`src/rtl/eeprom_spi_shifter_pkg.sv`:
```
// -----------------------------------------------------------------------------
// eeprom_spi_shifter_pkg
// Shared definitions for the EEPROM SPI byte shifter: FSM state encoding and
// SPI mode-0 constants. Imported by the shifter RTL and by its testbench.
// -----------------------------------------------------------------------------
package eeprom_spi_shifter_pkg;

    typedef enum logic [1:0] {
        ST_IDLE     = 2'd0,
        ST_SHIFT_LO = 2'd1,
        ST_SHIFT_HI = 2'd2,
        ST_DONE     = 2'd3
    } spi_state_e;

    // Mode 0: CPOL = 0 (SCK idles low), CPHA = 0 (sample on SCK rising edge).
    localparam logic SCK_IDLE   = 1'b0;
    localparam logic SCK_ACTIVE = 1'b1;

    localparam int BITS_PER_BYTE = 8;

    // Width of a down-counter that must hold values up to max_val.
    function automatic int cnt_width(input int max_val);
        return (max_val < 2) ? 1 : $clog2(max_val + 1);
    endfunction

endpackage

```
`src/rtl/eeprom_spi_shifter.sv`:
```
// -----------------------------------------------------------------------------
// eeprom_spi_shifter
// SPI mode-0 master byte shifter for the EEPROM page-write path. Transmits one
// byte MSB first on mosi while capturing the byte returned on miso.
//
// Ports
//   clk       : system clock, rising edge
//   reset     : asynchronous active-low reset
//   load_data : one-cycle strobe, start a byte (accepted in IDLE/DONE with nCS=0)
//   data_in   : byte to transmit, sampled on an accepted load_data
//   nCS       : chip select from page-write controller (1 = deselected, aborts)
//   miso      : serial data from the EEPROM
//   sck       : SPI clock, idle low
//   mosi      : serial data to the EEPROM
//   rx_data   : last fully received byte
//   spi_busy  : high while a byte is in flight
//   byte_done : one-cycle pulse when a byte completes
//   overrun   : one-cycle pulse when load_data arrives mid-byte and is dropped
//
// State      | meaning
// -----------+-----------------------------------------------------------
// IDLE       | no transfer, sck low, mosi holds last bit
// SHIFT_LO   | sck low for CLK_DIV cycles, mosi carries current bit
// SHIFT_HI   | sck high for CLK_DIV cycles, miso sampled on entry
// DONE       | one cycle: byte_done pulse, rx_data updated, may accept next
// -----------------------------------------------------------------------------
module eeprom_spi_shifter
    import eeprom_spi_shifter_pkg::*;
#(
    parameter int unsigned CLK_DIV = 4
) (
    input  logic       clk,
    input  logic       reset,
    input  logic       load_data,
    input  logic [7:0] data_in,
    input  logic       nCS,
    input  logic       miso,
    output logic       sck,
    output logic       mosi,
    output logic [7:0] rx_data,
    output logic       spi_busy,
    output logic       byte_done,
    output logic       overrun
);

    localparam int DIV_W = cnt_width(int'(CLK_DIV));
    localparam logic [DIV_W-1:0] DIV_LOAD = DIV_W'(CLK_DIV - 1);
    localparam logic [2:0] BIT_LAST = 3'(BITS_PER_BYTE - 1);

    spi_state_e       state_q, state_d;
    logic [DIV_W-1:0] div_q, div_d;
    logic [2:0]       bit_cnt_q, bit_cnt_d;
    // Holds the bits still to be sent after the one currently on mosi.
    logic [6:0]       tx_shift_q, tx_shift_d;
    logic [7:0]       rx_shift_q, rx_shift_d;
    logic [7:0]       rx_data_q, rx_data_d;
    logic             sck_q, sck_d;
    logic             mosi_q, mosi_d;
    logic             busy_q, busy_d;
    logic             byte_done_q, byte_done_d;
    logic             overrun_q, overrun_d;

    logic             accept;

    assign accept = load_data && !nCS;

    always_comb begin
        state_d     = state_q;
        div_d       = div_q;
        bit_cnt_d   = bit_cnt_q;
        tx_shift_d  = tx_shift_q;
        rx_shift_d  = rx_shift_q;
        rx_data_d   = rx_data_q;
        sck_d       = sck_q;
        mosi_d      = mosi_q;
        busy_d      = busy_q;
        byte_done_d = 1'b0;
        overrun_d   = 1'b0;

        case (state_q)
            ST_IDLE, ST_DONE: begin
                // DONE falls through to IDLE unless a new byte is queued,
                // which gives back-to-back bytes with no idle cycle.
                state_d = ST_IDLE;
                sck_d   = SCK_IDLE;
                busy_d  = 1'b0;
                if (accept) begin
                    state_d    = ST_SHIFT_LO;
                    tx_shift_d = data_in[6:0];
                    mosi_d     = data_in[7];
                    bit_cnt_d  = BIT_LAST;
                    div_d      = DIV_LOAD;
                    busy_d     = 1'b1;
                end
            end

            ST_SHIFT_LO: begin
                overrun_d = load_data;
                if (nCS) begin
                    state_d = ST_IDLE;
                    sck_d   = SCK_IDLE;
                    busy_d  = 1'b0;
                    div_d   = '0;
                end else if (div_q == '0) begin
                    state_d    = ST_SHIFT_HI;
                    sck_d      = SCK_ACTIVE;
                    div_d      = DIV_LOAD;
                    rx_shift_d = {rx_shift_q[6:0], miso};
                end else begin
                    div_d = div_q - DIV_W'(1);
                end
            end

            ST_SHIFT_HI: begin
                overrun_d = load_data;
                if (nCS) begin
                    state_d = ST_IDLE;
                    sck_d   = SCK_IDLE;
                    busy_d  = 1'b0;
                    div_d   = '0;
                end else if (div_q == '0) begin
                    sck_d = SCK_IDLE;
                    if (bit_cnt_q != 3'd0) begin
                        state_d    = ST_SHIFT_LO;
                        bit_cnt_d  = bit_cnt_q - 3'd1;
                        mosi_d     = tx_shift_q[6];
                        tx_shift_d = {tx_shift_q[5:0], 1'b0};
                        div_d      = DIV_LOAD;
                    end else begin
                        state_d     = ST_DONE;
                        busy_d      = 1'b0;
                        byte_done_d = 1'b1;
                        rx_data_d   = rx_shift_q;
                        div_d       = '0;
                    end
                end else begin
                    div_d = div_q - DIV_W'(1);
                end
            end

            default: begin
                state_d = ST_IDLE;
                sck_d   = SCK_IDLE;
                busy_d  = 1'b0;
            end
        endcase
    end

    always_ff @(posedge clk or negedge reset) begin
        if (!reset) begin
            state_q     <= ST_IDLE;
            div_q       <= '0;
            bit_cnt_q   <= '0;
            tx_shift_q  <= '0;
            rx_shift_q  <= '0;
            rx_data_q   <= '0;
            sck_q       <= SCK_IDLE;
            mosi_q      <= 1'b0;
            busy_q      <= 1'b0;
            byte_done_q <= 1'b0;
            overrun_q   <= 1'b0;
        end else begin
            state_q     <= state_d;
            div_q       <= div_d;
            bit_cnt_q   <= bit_cnt_d;
            tx_shift_q  <= tx_shift_d;
            rx_shift_q  <= rx_shift_d;
            rx_data_q   <= rx_data_d;
            sck_q       <= sck_d;
            mosi_q      <= mosi_d;
            busy_q      <= busy_d;
            byte_done_q <= byte_done_d;
            overrun_q   <= overrun_d;
        end
    end

    assign sck       = sck_q;
    assign mosi      = mosi_q;
    assign rx_data   = rx_data_q;
    assign spi_busy  = busy_q;
    assign byte_done = byte_done_q;
    assign overrun   = overrun_q;

endmodule

```
`config.mk`:
```
export PLATFORM = sky130hd
export DESIGN_NAME = eeprom_spi_shifter
export DESIGN_NICKNAME = d
export VERILOG_FILES = /design/src/rtl/eeprom_spi_shifter_pkg.sv /design/src/rtl/eeprom_spi_shifter.sv
export SDC_FILE = /design/constraint.sdc
export NUM_CORES = 1
export LEC_CHECK = 0
export CORE_MARGIN = 1.5
export CORE_UTILIZATION = 48
export DETAILED_ROUTE_END_ITERATION = 16
export PLACE_DENSITY = 0.84
export SYNTH_ARGS = -nofsm -noshare
export SYNTH_HDL_FRONTEND = slang
export SYNTH_SLANG_ARGS = --single-unit
```
`constraint.sdc`:
```
create_clock -name clk -period 1.8 [get_ports clk]
set_input_delay 0.36 -clock clk [delete_from_list [all_inputs] [get_ports clk]]
set_output_delay 0.36 -clock clk [all_outputs]
set_load 0.01 [all_outputs]
```
-- Yosys cells after proc, flatten, opt, wreduce, memory -nomap -nowiden
Cells that the tools add are included.
- flip-flop bits (word level): 36
- input port bits: 13
- output and inout bits: 13
- add/sub/neg operators: 2
- equal/unequal tests: 11
- mux-type cells: 45
- bitwise logic cells: 2
- reductions and logical operators: 13
- operators by type and width (operator ; number):
    $mux 7 ; 4
    $mux 3 ; 9
    $mux 1 ; 19
    $pmux 7 s2 ; 1
    $mux 2 ; 6
    $ne 2x2->1 const B ; 5
    $ne 3x3->1 const B ; 3
    $pmux 3 s3 ; 1
    $pmux 1 s3 ; 2
    $pmux 2 s3 ; 1
    $pmux 3 s2 ; 1
    $reduce_and 3->1 ; 2
    $sub 3x1->3 const B ; 2
    $reduce_and 5->1 ; 1
    $eq 2x2->1 const B ; 2
    $reduce_and 4->1 ; 1
    $reduce_or 2->1 ; 2
    $logic_not 3->1 ; 1
    $reduce_bool 3->1 ; 1
    $eq 2x1->1 const B ; 1
    $logic_not 2->1 ; 1
    $not 1->1 ; 2
    $pmux 1 s2 ; 1
    $reduce_and 2->1 ; 1
    other kinds (3) ; 3

-- Depth between registers and ports, before layout
Gate-level depths: netlist of the first run.
- word-level depth: 5
- gate-level depth with buffers: 7

-- Worst setup path before layout of the first run
No wires, ideal clock.
- kind: register to register
- start: reg state_q[0]
- end: reg bit_cnt_q[0]
- arrival time: 1.700 ns
- setup slack: -0.025 ns
- stages on the path, launching flop included: 7
- period minus slack after synthesis: 1.825 ns
- path through: dfrtp_1 > inv_1 > ha_1 > buf_2 > and4bb_1 > a31oi_4 > mux2_2
- word-level cells in the longest chain between the ends: 4
- elaborated cells on any way between the ends: 11
- ends and longest elaborated chain (what ; line ; RTL):
    start: declaration ; eeprom_spi_shifter.sv:50 ; spi_state_e state_q, state_d;
    start signal: assignment ; eeprom_spi_shifter.sv:163 ; state_q <= state_d;
    $eq 2x2->1 / $logic_not 2->1 (equally long branches) ; eeprom_spi_shifter.sv:80 ; case (state_q)
    $reduce_or 2->1 ; eeprom_spi_shifter.sv:80 ;
    $ne 2x2->1 (no line) / $reduce_bool 2->1 (equally long branches) ; -- ;
    $reduce_and 5->1 (no line) ; -- ;
    end signal: assignment ; eeprom_spi_shifter.sv:165 ; bit_cnt_q <= bit_cnt_d;
    end: declaration ; eeprom_spi_shifter.sv:52 ; logic [2:0] bit_cnt_q, bit_cnt_d;
Parallel ways exist; a longest one is shown, timed or not.
A chain may end at the register's enable or synchronous reset.

-- Final worst setup path of the first run
- start: reg state_q[0]
- end: reg tx_shift_q[5]
- word-level cells in the longest chain between the ends: 4
- elaborated cells on any way between the ends: 11
- ends and longest elaborated chain (what ; line ; RTL):
    $eq 2x2->1 / $logic_not 2->1 (equally long branches) ; eeprom_spi_shifter.sv:80 ;
    $reduce_or 2->1 ; eeprom_spi_shifter.sv:80 ;
    $ne 2x2->1 (no line) / $reduce_bool 2->1 (equally long branches) ; -- ;
    $reduce_and 5->1 (no line) ; -- ;
    end signal: assignment ; eeprom_spi_shifter.sv:166 ; tx_shift_q <= tx_shift_d;
    end: declaration ; eeprom_spi_shifter.sv:54 ; logic [6:0] tx_shift_q, tx_shift_d;
Parallel ways exist; a longest one is shown, timed or not.

==> results of run 1 <==
power by group through the flow:
stage | Clock [mW] | Sequential (mW) | Combinational, mW
4_1_cts | 0.564 | 0.954 | 0.344
2_1_floorplan | 0 | 0.958 | 0.202
6_report | 0.552 | 0.954 | 0.340
3_3_place_gp | 0 | 0.963 | 0.312
3_5_place_dp | 0 | 0.970 | 0.336
5_1_grt | 0.603 | 0.965 | 0.377
path summary, 6_finish.rpt:
check,depth (start not counted),from,to
max,6,state_q[0],tx_shift_q[5]
min,2,reset,tx_shift_q[0]
max reg2reg,6,state_q[0],tx_shift_q[5]
min reg2reg,1,rx_data[2],rx_data[2]
max in group asynchronous,2,reset,state_q[1]
min in group clk,1,rx_data[2],rx_data[2]
stage by stage:
step                      hold WS, ns  std cells  area [um^2]  util, %  worst slack (ns)
after global routing            0.462        216         2190     64.7           0.00245
after global placement          0.484        207         2100     61.9           -0.0748
final                           0.424        216         2190     64.7            0.0565
after detailed placement        0.492        207         2100     61.9            -0.117
after CTS                       0.440        216         2190     64.7            0.0615
after floorplan                0.0644        130         1720        -           -0.0247
synth_stat cells (all sizes together):
cell type / count
a2111oi: 1
a211o: 1
a211oi: 2
a21boi: 1
a21o: 1
a21oi: 2
a221oi: 1
a22o: 1
a311oi: 1
a31oi: 1
a41o: 1
and2b: 1
and3: 1
and4bb: 3
buf: 3
clkbuf: 2
dfrtp: 36
ha: 6
inv: 9
mux2: 34
nand2: 4
nand2b: 3
nand4bb: 1
nor2: 4
nor2b: 5
nor3: 2
nor3b: 1
o2bb2ai: 1
xnor2: 1
layout make-up:
class	count	area, um^2
multi-input cells	80	773
fillers	249	1190
well taps	46	57.6
clock inverters	2	35.0
repair buffers	37	353
flip-flops and latches	36	901
inverters	9	33.8
clock buffers	6	41.3
worst register-to-register path, cell delays in order (launching register included):
cell	delay, ns
dfrtp_1	0.39
inv_1	0.09
ha_4	0.22
and4bb_2	0.26
a31oi_4	0.19
buf_12	0.15
mux2_2	0.33
layer usage:
layer / global-route usage (%) / share of wire (%) / vias to the layer above
met2: 30.9 / 51 / 21
met1: 19.7 / 44 / 565
met4: 10.3 / 2.4 / 0
li1: - / - / 539
met5: 0 / 0 / -
met3: 3.78 / 2.8 / 7
flip-flops by register name (all words and copies together) (netlist names):
name        count
sck             1
rx_data         8
mosi            1
spi_busy        1
overrun         1
byte_done       1
state_q         2
rx_shift_q      8
bit_cnt_q       3
div_q           3
tx_shift_q      7
timing repair:
action / in CTS / in global routing
buffers inserted: 1 / 0
gates resized for setup: 2 / 0
endpoints found under the hold margin: 0 / 0
endpoints found under the setup margin: 10 / 0
cells by family (layout without fill, tap and decap cells):
group / after synthesis / count (layout) / synth area share, %
multiplexers: 34 / 34 / 22.3
AO/OA/AOI/OAI: 14 / 14 / 7.35
buffers and inverters: 14 / 54 / 3.35
adder cells (fa/ha/maj): 6 / 6 / 4.37
AND/OR/NAND/NOR: 25 / 25 / 9.75
XOR/XNOR: 1 / 1 / 0.510
flip-flops: 36 / 36 / 52.4
==> results.py, run 1 <==
metrics = {
    "global_routing": {
        "antenna_found_initial": 0,
        "overflow": 0,
        "grt_pass1_vias": 1245,
        "track_usage_pct": 17.7,
        "grt_pass1_wl_um": 5410,
        "grt_max_degree": 37,
    },
    "power": {
        "p_int_mw": 1.39,
        "peakVddDrop_uv": 481,
        "fin_total_pwr_mw": 1.85,
        "power_frac_seq_pct": 51.7,
        "p_sw_share_pct": 24.9,
        "p_clk_share_pct": 29.9,
        "p_leak_nw": 1.02,
        "p_comb_share_pct": 18.4,
        "p_switching_mw": 0.460,
        "power_density_mw_per_mm2": 842,
    },
    "sta": {
        "setup_viol": 0,
        "worstMarginPinSlew_ns": 0.417,
        "slew_viol_final": 0,
        "fin_skew_ns": 0.00920,
        "finalHoldViolCount": 0,
        "fmax_mhz": 574,
        "relSlewSlack_pct": 71.5,
        "setup_tns_ns": 0,
        "rsz0062_at_grt": "false",
        "period_share_pct": 96.9,
        "min_period_ns": 1.74,
    },
    "cells_and_area": {
        "drive_gt1_share_pct": 36.5,
        "area_delta_synth_final_pct": 27.7,
        "mostFrequentLayoutCells": "dfrtp_1 (36), mux2_2 (34), clkdlybuf4s50_1 (25)",
        "mostFrequentLayoutCell": "dfrtp_1",
        "layout.nets": 188,
        "antenna_cells": 0,
    },
    "setup_path": {
        "slowest_delay_ns": 0.39,
        "critPathSlowestCell": "dfrtp_1",
        "worstPathCellList": "inv_1 -> ha_4 -> and4bb_2 -> a31oi_4 -> buf_12 -> mux2_2",
        "crit_family": "flip-flops",
        "worstPathRequired_ns": 2.03,
        "cp_data_arrival_time_ns": 1.97,
        "start_kind": "flop",
        "r2r_setup_slack_ns": 0.06,
        "cp.buffers_inverters": 2,
        "worstSetupEndpointType": "flop",
        "critPathMaxFanout": 8,
        "crit_type": "flop to flop",
    },
    "synthesis": {
        "ys_seq_area_share_pct": 52.4,
        "synth_area_leaders": "dfrtp_1 (52%), mux2_2 (22%), ha_1 (4.4%)",
        "ys_warn_count": 0,
        "synthesis.nets": 149,
        "synth_top_area_cell": "dfrtp_1",
        "synth_cells": 130,
        "synth.avg_cell_area_um2": 13.2,
        "synth.distinct_cells": 33,
        "synth.ff_latch_count": 36,
        "synth_area_mm2": 0.00172,
        "yosys.area.top_type_share_pct": 52.4,
    },
    "clocking": {
        "cts_tree": "built",
        "ctsHoldBuffers": 0,
        "h-tree-depth": 2,
        "numCtsBuffers": 5,
        "cts_num_sinks": 36,
        "clock_latency_ns": 0.34,
        "cts_buffer_depth": 2,
        "cts_root_buf": "clkbuf_4",
        "clkTransAtPathRegs_ns": 0.11,
    },
    "routing": {
        "vias": 1132,
        "dr.pass1.iters": 4,
        "wire_per_inst_um": 13.7,
        "first_iter_violations": 57,
        "via_per_inst": 5.24,
        "totalWireLength_um": 2950,
        "route.detailed.drc": 0,
        "postRouteAntennaNets": 0,
    },
    "floorplanning": {
        "core_mm2": 0.00339,
        "die_h_um": 62.8,
        "initial_core_util_pct": 50.7,
        "die_w_um": 62.8,
        "num_rows": 21,
        "die_area_mm2": 0.00395,
        "ios": 26,
    },
    "status": {
        "status": "finished, final reports clean",
    },
    "min_path": {
        "min_path_type": "primary input to asynchronous set/reset pin",
    },
    "placed_design": {
        "portBuffers": 25,
        "gp_congestion": 0.897,
        "dp_hpwl_um": 2190,
    },
    "job": {
        "cap_violations": 0,
    },
}
Note: power is estimated with default switching activity, not from simulation.
==> inputs of run 2 (changes only) <==
--- a/constraint.sdc
+++ b/constraint.sdc
@@ -3,2 +3,2 @@
 set_output_delay 0.36 -clock clk [all_outputs]
-set_load 0.01 [all_outputs]
+set_load 0.05 [all_outputs]
==> results.py, run 2 (synthesis gave the netlist of run 1 again) <==
metrics = {
    "status": {
        "status": "finished, final reports clean",
    },
    "min_path": {
        "min_path_type": "primary input to asynchronous set/reset pin",
    },
    "floorplanning": {
        "ios": 26,
        "die_w_um": 62.8,
        "initial_core_util_pct": 50.7,
        "die_h_um": 62.8,
        "num_rows": 21,
        "die_area_mm2": 0.00395,
        "core_mm2": 0.00339,
    },
    "setup_path": {
        "critPathSlowestCell": "dfrtp_1",
        "crit_type": "flop to flop",
        "critPathMaxFanout": 8,
        "worstSetupEndpointType": "flop",
        "slowest_delay_ns": 0.41,
        "cp_data_arrival_time_ns": 1.96,
        "start_kind": "flop",
        "worstPathRequired_ns": 2.03,
        "worstPathCellList": "inv_2 -> ha_4 -> and4bb_2 -> a31oi_4 -> buf_12 -> mux2_2",
    },
    "routing": {
        "totalWireLength_um": 2880,
        "vias": 1116,
        "postRouteAntennaNets": 0,
        "wire_per_inst_um": 13.3,
        "dr.pass1.iters": 4,
        "via_per_inst": 5.17,
        "route.detailed.drc": 0,
        "first_iter_violations": 43,
    },
    "sta": {
        "min_period_ns": 1.73,
        "relSlewSlack_pct": 68.5,
        "fmax_mhz": 578,
        "setup_viol": 0,
        "worstMarginPinSlew_ns": 0.471,
        "setup_ws_ns": 0.0684,
        "period_share_pct": 96.2,
        "slew_viol_final": 0,
        "finalHoldViolCount": 0,
        "fin_skew_ns": 0.00770,
        "rsz0062_at_grt": "true",
        "setup_tns_ns": 0,
    },
    "power": {
        "power_density_mw_per_mm2": 865,
        "peakVddDrop_uv": 441,
        "p_sw_share_pct": 26.1,
        "p_switching_mw": 0.490,
        "p_clk_share_pct": 29.4,
        "p_comb_share_pct": 19.9,
        "power_frac_seq_pct": 50.7,
        "p_int_mw": 1.39,
        "p_leak_nw": 1.05,
    },
    "clocking": {
        "cts_buffer_depth": 2,
        "h-tree-depth": 2,
        "cts_root_buf": "clkbuf_4",
        "numCtsBuffers": 5,
        "cts_num_sinks": 36,
        "clkTransAtPathRegs_ns": 0.11,
        "cts_tree": "built",
        "clock_latency_ns": 0.34,
    },
    "cells_and_area": {
        "mostFrequentLayoutCells": "dfrtp_1 (36), mux2_2 (32), buf_4 (24)",
        "antenna_cells": 0,
        "drive_gt1_share_pct": 45.3,
        "mostFrequentLayoutCell": "dfrtp_1",
        "layout.nets": 188,
        "area_delta_synth_final_pct": 26.4,
    },
    "global_routing": {
        "overflow": 0,
        "grt_pass1_vias": 1206,
        "grt_max_degree": 37,
        "track_usage_pct": 16.7,
        "grt_pass1_wl_um": 5040,
        "antenna_found_initial": 0,
    },
    "placed_design": {
        "pre_cts_slack_ns": -0.119,
        "portBuffers": 25,
        "gp_congestion": 0.889,
        "dp_hpwl_um": 2060,
    },
    "job": {
        "cap_violations": 0,
    },
}
==> run 2: repair_timing <==
| action | CTS | global route |
|---|---|---|
| endpoints found under the setup margin | 10 | 11 |
| hold buffers | 0 | 0 |
| gates resized for setup | 2 | 5 |
| buffers inserted | 1 | 0 |
==> run 2: cell type report <==
| class | instances | area [um^2] |
|---|---|---|
| clock buffer | 6 | 41.3 |
| clock inverter | 2 | 35.0 |
| fill | 247 | 1220 |
| inverter | 9 | 33.8 |
| multi-input combinational | 80 | 785 |
| sequential | 36 | 901 |
| tap | 46 | 57.6 |
| timing repair buffer | 37 | 320 |
==> run 2: power groups by stage <==
stage	sequential (mW)	clock (mW)	combinational (mW)
6_report	0.953	0.552	0.374
5_1_grt	0.966	0.606	0.411
4_1_cts	0.952	0.568	0.364
3_5_place_dp	0.970	0	0.356
3_3_place_gp	0.963	0	0.339
2_1_floorplan	0.987	0	0.202
==> run 2: metal layers <==
layer	vias up	part of all wire [%]	routed length (um)	GRT usage, %
met1	547	44	1270	18.3
li1	537	-	-	-
met2	25	49	1410	28.0
met5	-	0	0	0
met3	7	4.5	129	6.49
met4	0	2.3	65	8.89
==> run 2: through the flow <==
step | power [mW] | util, % | hold WS, ns | cell area, um^2 | instances
floorplan | 1.19 | - | 0.0644 | 1720 | 130
global placement | 1.30 | 60.9 | 0.484 | 2070 | 207
detailed placement | 1.33 | 60.9 | 0.490 | 2070 | 207
CTS | 1.88 | 63.8 | 0.428 | 2160 | 216
global route | 1.98 | 64.1 | 0.439 | 2170 | 216
finish | 1.88 | 64.1 | 0.413 | 2170 | 216
==> run 2: worst paths after layout <==
path	from	endpoint	slack, ns	depth (start not counted)
setup / recovery	state_q[0]	mosi	0.07	6
hold / removal	reset	tx_shift_q[0]	0.41	2
setup reg to reg	state_q[0]	mosi	0.07	6
hold reg to reg	sck	sck	0.51	1
max in group asynchronous	reset	tx_shift_q[5]	1.06	2
min in group clk	sck	sck	0.51	1
==> run 2: critical path, delay by kind of cell (launching register included) <==
family	cells	cell delay (ns)
compound gates	1	0.19
fa+ha+maj	1	0.21
buf+inv	2	0.22
flops	1	0.41
mux	1	0.33
simple gates	1	0.26
